$ cat src/rtl/clip_mem_sequencer_if.sv
// Memory, deserializer and serializer signals of the clip memory sequencer.
// master = sequencer side, slave = memory/serializer/deserializer side.
interface clip_mem_sequencer_if #(
  parameter int OFF_W  = 14,
  parameter int DATA_W = 16
);
  logic [OFF_W:0]    mem_addr;
  logic              mem_en;
  logic              mem_we;
  logic [DATA_W-1:0] mem_wdata;
  logic [DATA_W-1:0] mem_rdata;
  logic              des_valid;
  logic [DATA_W-1:0] des_data;
  logic              ser_ready;
  logic [DATA_W-1:0] ser_data;
  logic              ser_load;

  modport master (
    output mem_addr, mem_en, mem_we, mem_wdata, ser_data, ser_load,
    input  mem_rdata, des_valid, des_data, ser_ready
  );

  modport slave (
    input  mem_addr, mem_en, mem_we, mem_wdata, ser_data, ser_load,
    output mem_rdata, des_valid, des_data, ser_ready
  );
endinterface

$ cat src/rtl/clip_mem_sequencer.sv
// Address/handshake sequencer between the record/play controller and the two-block clip memory.
// Build macro CLIP_LEN_TRACK_EN keeps per-block recorded lengths and limits playback to them.
module clip_mem_sequencer #(
  parameter int CLIP_WORDS = 16000,
  parameter int OFF_W      = 14,
  parameter int DATA_W     = 16
) (
  input  logic                 clock,
  input  logic                 reset,
  input  logic                 timer,
  input  logic [1:0]           memoryselect,
  output logic                 seconds2,
  output logic                 busy,
  clip_mem_sequencer_if.master bus
);
  localparam int OW1 = OFF_W + 1;
  localparam logic [OFF_W:0] LAST_OFF = OW1'(CLIP_WORDS - 1);

  if ((2 ** OFF_W) < CLIP_WORDS || DATA_W < 1) begin : g_param_check
    $error("clip_mem_sequencer: OFF_W too small for CLIP_WORDS or DATA_W invalid");
  end

  typedef enum logic [2:0] {IDLE, REC, RD, RDW, FIN, WAITLOW} state_t;

  state_t         state;
  logic           timer_q;
  logic           blk;
  logic [OFF_W:0] off;
  logic           rd_last;

`ifdef CLIP_LEN_TRACK_EN
  localparam logic [OFF_W:0] FULL_LEN = OW1'(CLIP_WORDS);
  logic [OFF_W:0] len [2];
  assign rd_last = (off + 1'b1) == len[blk];
`else
  assign rd_last = (off == LAST_OFF);
`endif

  // The memory is read combinationally from the registered address strobed in RDW,
  // so the word is captured at the end of that same RDW cycle.
  always_ff @(posedge clock) begin
    if (reset) begin
      state         <= IDLE;
      timer_q       <= 1'b0;
      blk           <= 1'b0;
      off           <= '0;
      busy          <= 1'b0;
      seconds2      <= 1'b0;
      bus.mem_en    <= 1'b0;
      bus.mem_we    <= 1'b0;
      bus.mem_addr  <= '0;
      bus.mem_wdata <= '0;
      bus.ser_data  <= '0;
      bus.ser_load  <= 1'b0;
`ifdef CLIP_LEN_TRACK_EN
      len[0]        <= '0;
      len[1]        <= '0;
`endif
    end else begin
      timer_q      <= timer;
      bus.mem_en   <= 1'b0;
      bus.mem_we   <= 1'b0;
      bus.ser_load <= 1'b0;
      seconds2     <= 1'b0;
      case (state)
        IDLE: begin
          if (timer && !timer_q) begin
            blk  <= memoryselect[1];
            off  <= '0;
            busy <= 1'b1;
            if (memoryselect[0]) state <= REC;
`ifdef CLIP_LEN_TRACK_EN
            else if (len[memoryselect[1]] == '0) state <= FIN;
`endif
            else state <= RD;
          end
        end
        REC: begin
          if (!timer) begin
            state <= IDLE;
            busy  <= 1'b0;
`ifdef CLIP_LEN_TRACK_EN
            len[blk] <= off;
`endif
          end else if (bus.des_valid) begin
            bus.mem_en    <= 1'b1;
            bus.mem_we    <= 1'b1;
            bus.mem_addr  <= {blk, off[OFF_W-1:0]};
            bus.mem_wdata <= bus.des_data;
            off           <= off + 1'b1;
            if (off == LAST_OFF) begin
              state <= FIN;
`ifdef CLIP_LEN_TRACK_EN
              len[blk] <= FULL_LEN;
`endif
            end
          end
        end
        RD: begin
          if (!timer) begin
            state <= IDLE;
            busy  <= 1'b0;
          end else if (bus.ser_ready) begin
            bus.mem_en   <= 1'b1;
            bus.mem_addr <= {blk, off[OFF_W-1:0]};
            state        <= RDW;
          end
        end
        RDW: begin
          if (!timer) begin
            state <= IDLE;
            busy  <= 1'b0;
          end else begin
            bus.ser_data <= bus.mem_rdata;
            bus.ser_load <= 1'b1;
            off          <= off + 1'b1;
            state        <= rd_last ? FIN : RD;
          end
        end
        FIN: begin
          seconds2 <= 1'b1;
          state    <= WAITLOW;
        end
        WAITLOW: begin
          if (!timer) begin
            state <= IDLE;
            busy  <= 1'b0;
          end
        end
        default: begin
          state <= IDLE;
          busy  <= 1'b0;
        end
      endcase
    end
  end
endmodule

$ cat src/flat_wrapper.sv
// flat-port wrapper written by rule: the top's interface ports become plain ports
module clip_mem_sequencer_flat 
#(
  parameter int CLIP_WORDS = 16000,
  parameter int OFF_W      = 14,
  parameter int DATA_W     = 16
)
  (clock, reset, timer, memoryselect, seconds2, busy, bus_mem_addr, bus_mem_en, bus_mem_we, bus_mem_wdata, bus_ser_data, bus_ser_load, bus_mem_rdata, bus_des_valid, bus_des_data, bus_ser_ready);
  clip_mem_sequencer_if #(.OFF_W(OFF_W), .DATA_W(DATA_W)) bus_i ();
  input  logic clock;
  input  logic reset;
  input  logic timer;
  input  logic [1:0] memoryselect;
  output logic seconds2;
  output logic busy;
  output wire logic [$bits(bus_i.mem_addr)-1:0] bus_mem_addr;
  output wire logic [$bits(bus_i.mem_en)-1:0] bus_mem_en;
  output wire logic [$bits(bus_i.mem_we)-1:0] bus_mem_we;
  output wire logic [$bits(bus_i.mem_wdata)-1:0] bus_mem_wdata;
  output wire logic [$bits(bus_i.ser_data)-1:0] bus_ser_data;
  output wire logic [$bits(bus_i.ser_load)-1:0] bus_ser_load;
  input wire logic [$bits(bus_i.mem_rdata)-1:0] bus_mem_rdata;
  input wire logic [$bits(bus_i.des_valid)-1:0] bus_des_valid;
  input wire logic [$bits(bus_i.des_data)-1:0] bus_des_data;
  input wire logic [$bits(bus_i.ser_ready)-1:0] bus_ser_ready;
  assign bus_mem_addr = bus_i.mem_addr;
  assign bus_mem_en = bus_i.mem_en;
  assign bus_mem_we = bus_i.mem_we;
  assign bus_mem_wdata = bus_i.mem_wdata;
  assign bus_ser_data = bus_i.ser_data;
  assign bus_ser_load = bus_i.ser_load;
  assign bus_i.mem_rdata = bus_mem_rdata;
  assign bus_i.des_valid = bus_des_valid;
  assign bus_i.des_data = bus_des_data;
  assign bus_i.ser_ready = bus_ser_ready;
  clip_mem_sequencer #(.CLIP_WORDS(CLIP_WORDS), .OFF_W(OFF_W), .DATA_W(DATA_W)) u_core (.clock(clock), .reset(reset), .timer(timer), .memoryselect(memoryselect), .seconds2(seconds2), .busy(busy), .bus(bus_i));
endmodule
$ cat config.mk
export PLATFORM = sky130hd
export DESIGN_NAME = clip_mem_sequencer_flat
export DESIGN_NICKNAME = d
export VERILOG_FILES = /design/src/rtl/clip_mem_sequencer_if.sv /design/src/rtl/clip_mem_sequencer.sv /design/src/flat_wrapper.sv
export SDC_FILE = /design/constraint.sdc
export NUM_CORES = 1
export LEC_CHECK = 0
export ABC_AREA = 1
export BUFFER_PORTS_ARGS = -buffer_cell sky130_fd_sc_hd__clkbuf_2
export CAP_MARGIN = 15
export CORE_MARGIN = 4
export CORE_UTILIZATION = 46
export CTS_CLUSTER_SIZE = 8
export DETAILED_ROUTE_END_ITERATION = 8
export PLACE_DENSITY = 0.72
export SLEW_MARGIN = 25
export SYNTH_ARGS = -nofsm -noshare
export SYNTH_HDL_FRONTEND = slang
export SYNTH_SLANG_ARGS = --single-unit
export TNS_END_PERCENT = 30
$ cat constraint.sdc
create_clock -name clock -period 1.32 [get_ports clock]
set_input_delay 0.264 -clock clock [delete_from_list [all_inputs] [get_ports clock]]
set_output_delay 0.264 -clock clock [all_outputs]
set_load 0.02 [all_outputs]
== Yosys cells after proc, flatten, opt, wreduce, memory -nomap -nowiden ==
Index checks and enable logic that the tools add are counted.

* Add/subtract/negate cells: 1
* Magnitude comparators: 0
* Bitwise gates (word level): 3
* Multipliers: 0
* Reductions and logical operators: 15
* Divide/modulo/power cells: 0
* Eq/ne operators: 17
* Shift operators: 0
* Multiplexer cells: 31

{| class="wikitable"
|+ Operator list
! cell !! number
|-
| 15-bit 2-to-1 mux || 8
|-
| 15-bit case mux with 3 select lines || 1
|-
| 15-bit case mux with 2 select lines || 1
|-
| 3-bit 2-to-1 mux || 9
|-
| 3-bit case mux with 6 select lines || 1
|-
| 15-bit by 1-bit adder with 15-bit output, second input constant || 1
|-
| 15-bit by 14-bit == test with 1-bit output, second input constant || 1
|-
| 5-bit AND reduction || 3
|-
| 2-bit inequality test, second input constant || 7
|-
| 1-bit 2-to-1 mux || 8
|-
| 3-bit by 2-bit == test with 1-bit output, second input constant || 2
|-
| 3-bit == test, second input constant || 2
|-
| 3-bit inequality test, second input constant || 2
|-
| 3-bit AND reduction || 2
|-
| 2-bit AND reduction || 2
|-
| 2-bit OR reduction || 2
|-
| 4-bit OR reduction || 1
|-
| 3-bit by 1-bit == test with 1-bit output, second input constant || 1
|-
| 3-bit logical NOT || 1
|-
| 3-bit by 2-bit inequality test with 1-bit output, second input constant || 1
|-
| 1-bit inverter || 3
|-
| 1-bit case mux with 3 select lines || 1
|-
| 3-bit nonzero test || 1
|-
| 2-bit 2-to-1 mux || 1
|-
| other kinds (5) || 5
|}

* ROM bits: 0
* Input port bits: 39
* Register bits after elaboration: 72
* Memories kept: 0
* Logic and storage cells: 79
* Output and inout bits: 52
* RAM bits: 0
* Latch bits: 0

== Logic depth before layout (Yosys ltp) ==
* Depth in word-level cells: 5
* Mapped depth: 12
* Mapped depth without buffers: 11

== Worst setup path before layout ==
OpenSTA, ideal clock, no wires.

* Path type: reg-to-reg
* From: register u_core.off[1]
* To: register u_core.off[14]
* Data required time: 1.207 ns
* Path buffers: 0
* Period minus slack after synthesis: 1.374 ns
* Cell stages (with the launch flop): 9
* Setup time: 0.113 ns
* Arrival: 1.261 ns
* Setup slack: -0.054 ns
* Cell sequence: dfxtp_1 > ha_1 > nand3_1 > nor2_2 > nand2_1 > nor2_1 > nand3_1 > nor2_1 > nor2_1

* Longest elaborated chain between the ends: 4
* Elaborated cells between the ends (all ways): 5
* Classes of those cells: add/sub: 1; mux: 4

{| class="wikitable"
|+ Ends and longest elaborated chain
! item !! RTL line !! source
|-
| start: declaration || clip_mem_sequencer.sv:28 || <nowiki>logic [OFF_W:0] off;</nowiki>
|-
| start signal: assignment || clip_mem_sequencer.sv:90 || <nowiki>off <= off + 1'b1;</nowiki>
|-
| start signal: assignment || clip_mem_sequencer.sv:116 || <nowiki>off <= off + 1'b1;</nowiki>
|-
| 15-bit by 1-bit adder with 15-bit output * || clip_mem_sequencer.sv:90, clip_mem_sequencer.sv:116 ||
|-
| 15-bit 2-to-1 mux || clip_mem_sequencer.sv:85 || <nowiki>end else if (bus.des_valid) begin</nowiki>
|-
| 15-bit 2-to-1 mux || clip_mem_sequencer.sv:79 || <nowiki>if (!timer) begin</nowiki>
|-
| 15-bit case mux with 3 select lines * || clip_mem_sequencer.sv:65 || <nowiki>case (state)</nowiki>
|}

Mark *: on every way between the ends. The rest lies on a longest branch, timed or not. The select of a mux whose other input is x is not followed.
A chain may end at the register's enable or synchronous reset.

== Final worst setup path ==
* From: register u_core.off[1]
* To: register u_core.off[12]

The elaborated chain is that of the path after synthesis.

==> results summary <==
The run finished, with violations left. The final reports fail on setup timing. The maximum fanout along the worst path is 4. The largest net degree at the start of global routing came out at 26.

CTS built an H-tree with a depth of 3. The count of antenna-violating nets left after detailed routing came out at 0. The number of nets handed over by synthesis was 448. The detailed-route DRC error count came out at 0. The count of vias placed by the detailed router came out at 3121. The number of antenna violations at the first check in global routing is 0. The fraction of synthesized cell area taken by the top area cell type is 46.89%.

From synthesis to final layout, the design area changed by 43.47%. The power per cell area is 1569 nW/um^2. The tightest min-delay check is of the input port to register type. The total non-filler cell area in the finished layout is 4410 um^2. The overall global routing resource usage is 19.74%. The setup TNS after final layout came out at -2.196 ns. The share of post-route cells with drive strength above 1 is 41.14%. The final worst-path setup slack came out at -0.1219 ns. Setup repair after global routing could not meet its margin everywhere.

The slew of the pin with the lowest slew margin is 0.2836 ns. In this run the most critical hold path is launched from bus_mem_rdata[7]. After Yosys synthesis, XOR and XNOR cells account for 0% of the synthesized area. The length of the first detailed-routing pass in iterations came out at 4. The worst register-to-register path begins at u_core.off[1].

For this block, the routed nets add up to 8048 um of wire. The number of global-route vias before repair is 2870. The synthesized area divided by synthesized cell count is 7.535 um^2. The leakage dissipation is 0.002095 uW. The number of standard cells in the final layout excluding fillers is 636. The number of instances on the worst hold path came out at 3. Measured along the y axis, the die boundary spans 89.75 um. The share of synthesized flip-flops with an asynchronous set or reset came out at 0%.

After detailed routing, the average wire length per cell comes to 12.65 um. The last weighted congestion value of the routability-driven placer came out at 0.8835. The commonest cells after synthesis are nor2_1 (104), dfxtp_1 (72), o21ai_0 (49). The cell sitting at the root of the clock tree is a clkbuf_8. The worst clock skew is 0.01006 ns.

The critical path data required time came out at 1.57 ns. The final setup violation count came out at 32. The total grt overflow came out at 0. The synthesized netlist cell count came out at 408. The largest individual stage delay along the critical path comes from the cell dfxtp_2. The number of antenna diodes in the final layout is 0. The cell with the most instances on the worst path is nor2_1. The number of endpoints with negative hold slack in the final report is 0. The data arrival time of the critical path is 1.69 ns. The count of buffers inserted at the top-level ports is 90. The source-to-sink clock delay at the later pin of the worst-skew pair came out at 0.35 ns. The largest incremental delay on the critical path came out at 0.36 ns. The cell area after synthesis is 3074 um^2.

The final-layout fill cell count came out at 508. By instance count, the leading cell after synthesis is nor2_1. Measured against the total synthesized area, the mux share comes to 0%.

The number of enable flip-flop cells after synthesis is 0. The first global-routing pass estimated 13100 um of wire. The critical path is of the register to register type. The die area is 8055 um^2. Once placement completed, the tool counted placed cells totaling 604. During synthesis, Yosys emitted a total of 0 warnings.

From left edge to right edge, the die measures 89.75 um. The post-synthesis register bit count is 72. The critical path goes through ha_4 > nand3_4 > nor2_4 > buf_4 > nand2_4 > inv_2 > nand3_2 > nor2_1 > nor2_1.

The total CTS buffers came out at 9. The count of pins over their slew limit is 0. Power comes to 6919 uW. The largest total area in the synthesized netlist belongs to dfxtp_1. The maximum achievable frequency came out at 0.6935 GHz. Together, buffers and inverters on the worst path number 2. The DRC violation total after the first TritonRoute iteration came out at 160.

The worst setup path is captured at a register. The number of nets in the layout is 594. The path with the worst hold slack has its endpoint at u_core.bus.ser_data[7].

The initial utilization of the core area, before any placement, comes to 47.87%. The number of rows in the core area came out at 29. Sequential cells were found to cover 46.89% of the synthesized design area. The internal reg-to-reg setup slack came out at -0.12 ns.

The period utilization came out at 109.2%. The area used by multi-input combinational logic came out at 1499 um^2. Summed over all nets, the half-perimeter wirelength after detailed placement is 5456 um. The combinational family with the most area after synthesis is simple AND/OR/NAND/NOR gates.

The worst slack on hold paths is 0.1243 ns. The synthesized netlist devotes 16.16% of its cell area to compound gates. The endpoint of the worst register-to-register path is u_core.off[12]. After clock tree synthesis, the clock-pin slew on the worst setup and hold paths is 0.09 ns. The count of hold-fix buffers inserted at cts came out at 0. For the finished layout, the period the worst path requires is 1.442 ns.

The simple logic cell fraction of the synthesized area came out at 27.43%. Yosys mapped the design onto 34 distinct sky130hd cell types. The clock tree from TritonCTS is done.

Among all flip-flop cells after synthesis, the most frequent one is dfxtp_1. The count of boundary I/O pins came out at 91. After synthesis, the cell types taking the most area are dfxtp_1 (47%), nor2_1 (13%), o21ai_0 (8.0%). The footprint of the flip-flops and latches came out at 1454 um^2.

The cell count of the worst reg-to-reg path came out at 9. The number of maximum-capacitance constraint violations came out at 0. The worst voltage drop across the vdd grid came out at 0.0008655 V. The core region area came out at 6422 um^2. The worst setup path is launched from a register.

The detailed-route vias per instance is 4.907. The kind of cell with the highest combined delay along the critical path is simple AND/OR/NAND/NOR gates. The cell area after placement came out at 3855 um^2. The tightest slew margin relative to the limit is 81.07%.

The number of clock sinks seen by CTS came out at 72. The maximum clock insertion buffer count came out at 2. Of the total synthesized cell area, the portion taken by full adders, half adders and majority gates is 0.4070%.
==> final cells by class <==
| cell class | instances | share of cell area, % |
|---|---|---|
| multi-input combinational | 279 | 33.99 |
| sequential | 72 | 32.96 |
| timing repair buffer | 150 | 21.67 |
| clock buffer | 10 | 3.121 |
| tap | 77 | 2.184 |
| timing repair inverter | 2 | 0.3972 |
| clock inverter | 6 | 1.532 |
| inverter | 40 | 4.142 |
==> flip-flops by register name, summed over array words and instances, names as in the netlist <==
| signal | count |
|---|---|
| u_core.bus.ser_load | 1 |
| u_core.blk | 1 |
| u_core.off | 15 |
| u_core.state | 3 |
| u_core.bus.mem_addr | 15 |
| u_core.bus.mem_en | 1 |
| u_core.bus.mem_wdata | 16 |
| u_core.busy | 1 |
| u_core.bus.ser_data | 16 |
| u_core.seconds2 | 1 |
| u_core.bus.mem_we | 1 |
| u_core.timer_q | 1 |
==> per-stage QoR <==
stage	worst slack, ns	utilization (%)
3_3_place_gp	-0.1285	60.02
4_1_cts	-0.07047	65.75
2_1_floorplan	-0.01923	-
6_report	-0.1219	68.67
3_5_place_dp	-0.1930	60.02
5_1_grt	-0.2005	68.67
==> worst max-delay path by stage <==
stage                     slack [ns]             from                      end  cells past startpoint
after floorplan                -0.02    u_core.off[1]           u_core.off[14]                      8
after global placement         -0.13    u_core.off[1]           u_core.off[14]                      8
after detailed placement       -0.19  u_core.state[2]           u_core.off[11]                      9
after CTS                      -0.07  u_core.state[0]  u_core.bus.mem_addr[12]                     10
after global routing           -0.20  u_core.state[0]          u_core.state[2]                     10
final                          -0.12    u_core.off[1]           u_core.off[12]                      9
==> layer usage <==
metal	up-vias	share of wire (%)	global-route usage [%]
met2	80	47	31.45
met5	-	0	0
met1	1421	45	25.24
met4	0	1.7	8.940
met3	9	5.7	5.008
li1	1611	-	-
==> power breakdown <==
group	total, uW	internal (uW)	switching, uW
combinational	2440	1020	1410
clock	1810	930	882
sequential	2670	2470	199
total	6920	4430	2490
==> worst min-delay path, stage by stage <==
cell	delay [ns]
clkbuf_2	0.07
nor2_1	0.03
nor2_1	0.08
==> kinds of logic (layout without fill, tap and decap cells) <==
family,count (synthesis),after routing
compound gates,89,89
fa+ha+maj,1,1
buf+inv,57,208
flops,72,72
simple gates,189,189
==> what timing repair did <==
| item | CTS | global route |
|---|---|---|
| buffers inserted | 6 | 8 |
| gates cloned | 1 | 1 |
| endpoints found under the setup margin | 66 | 66 |
| pin swaps | 6 | 9 |
| resized for setup | 33 | 54 |
==> cells in the final DEF, fill, tap and decap left out, drive strengths merged <==
master      n
a211oi      2
a21oi      26
a31oi       1
and3        1
buf        60
bufinv      1
clkbuf    100
clkinv      2
clkinvlp    2
dfxtp      72
ha          1
inv        43
nand2      48
nand3      17
nand3b      1
nand4       7
nor2      109
nor3        5
o21ai      60
or2         1
(Power assumes the default switching activity.)
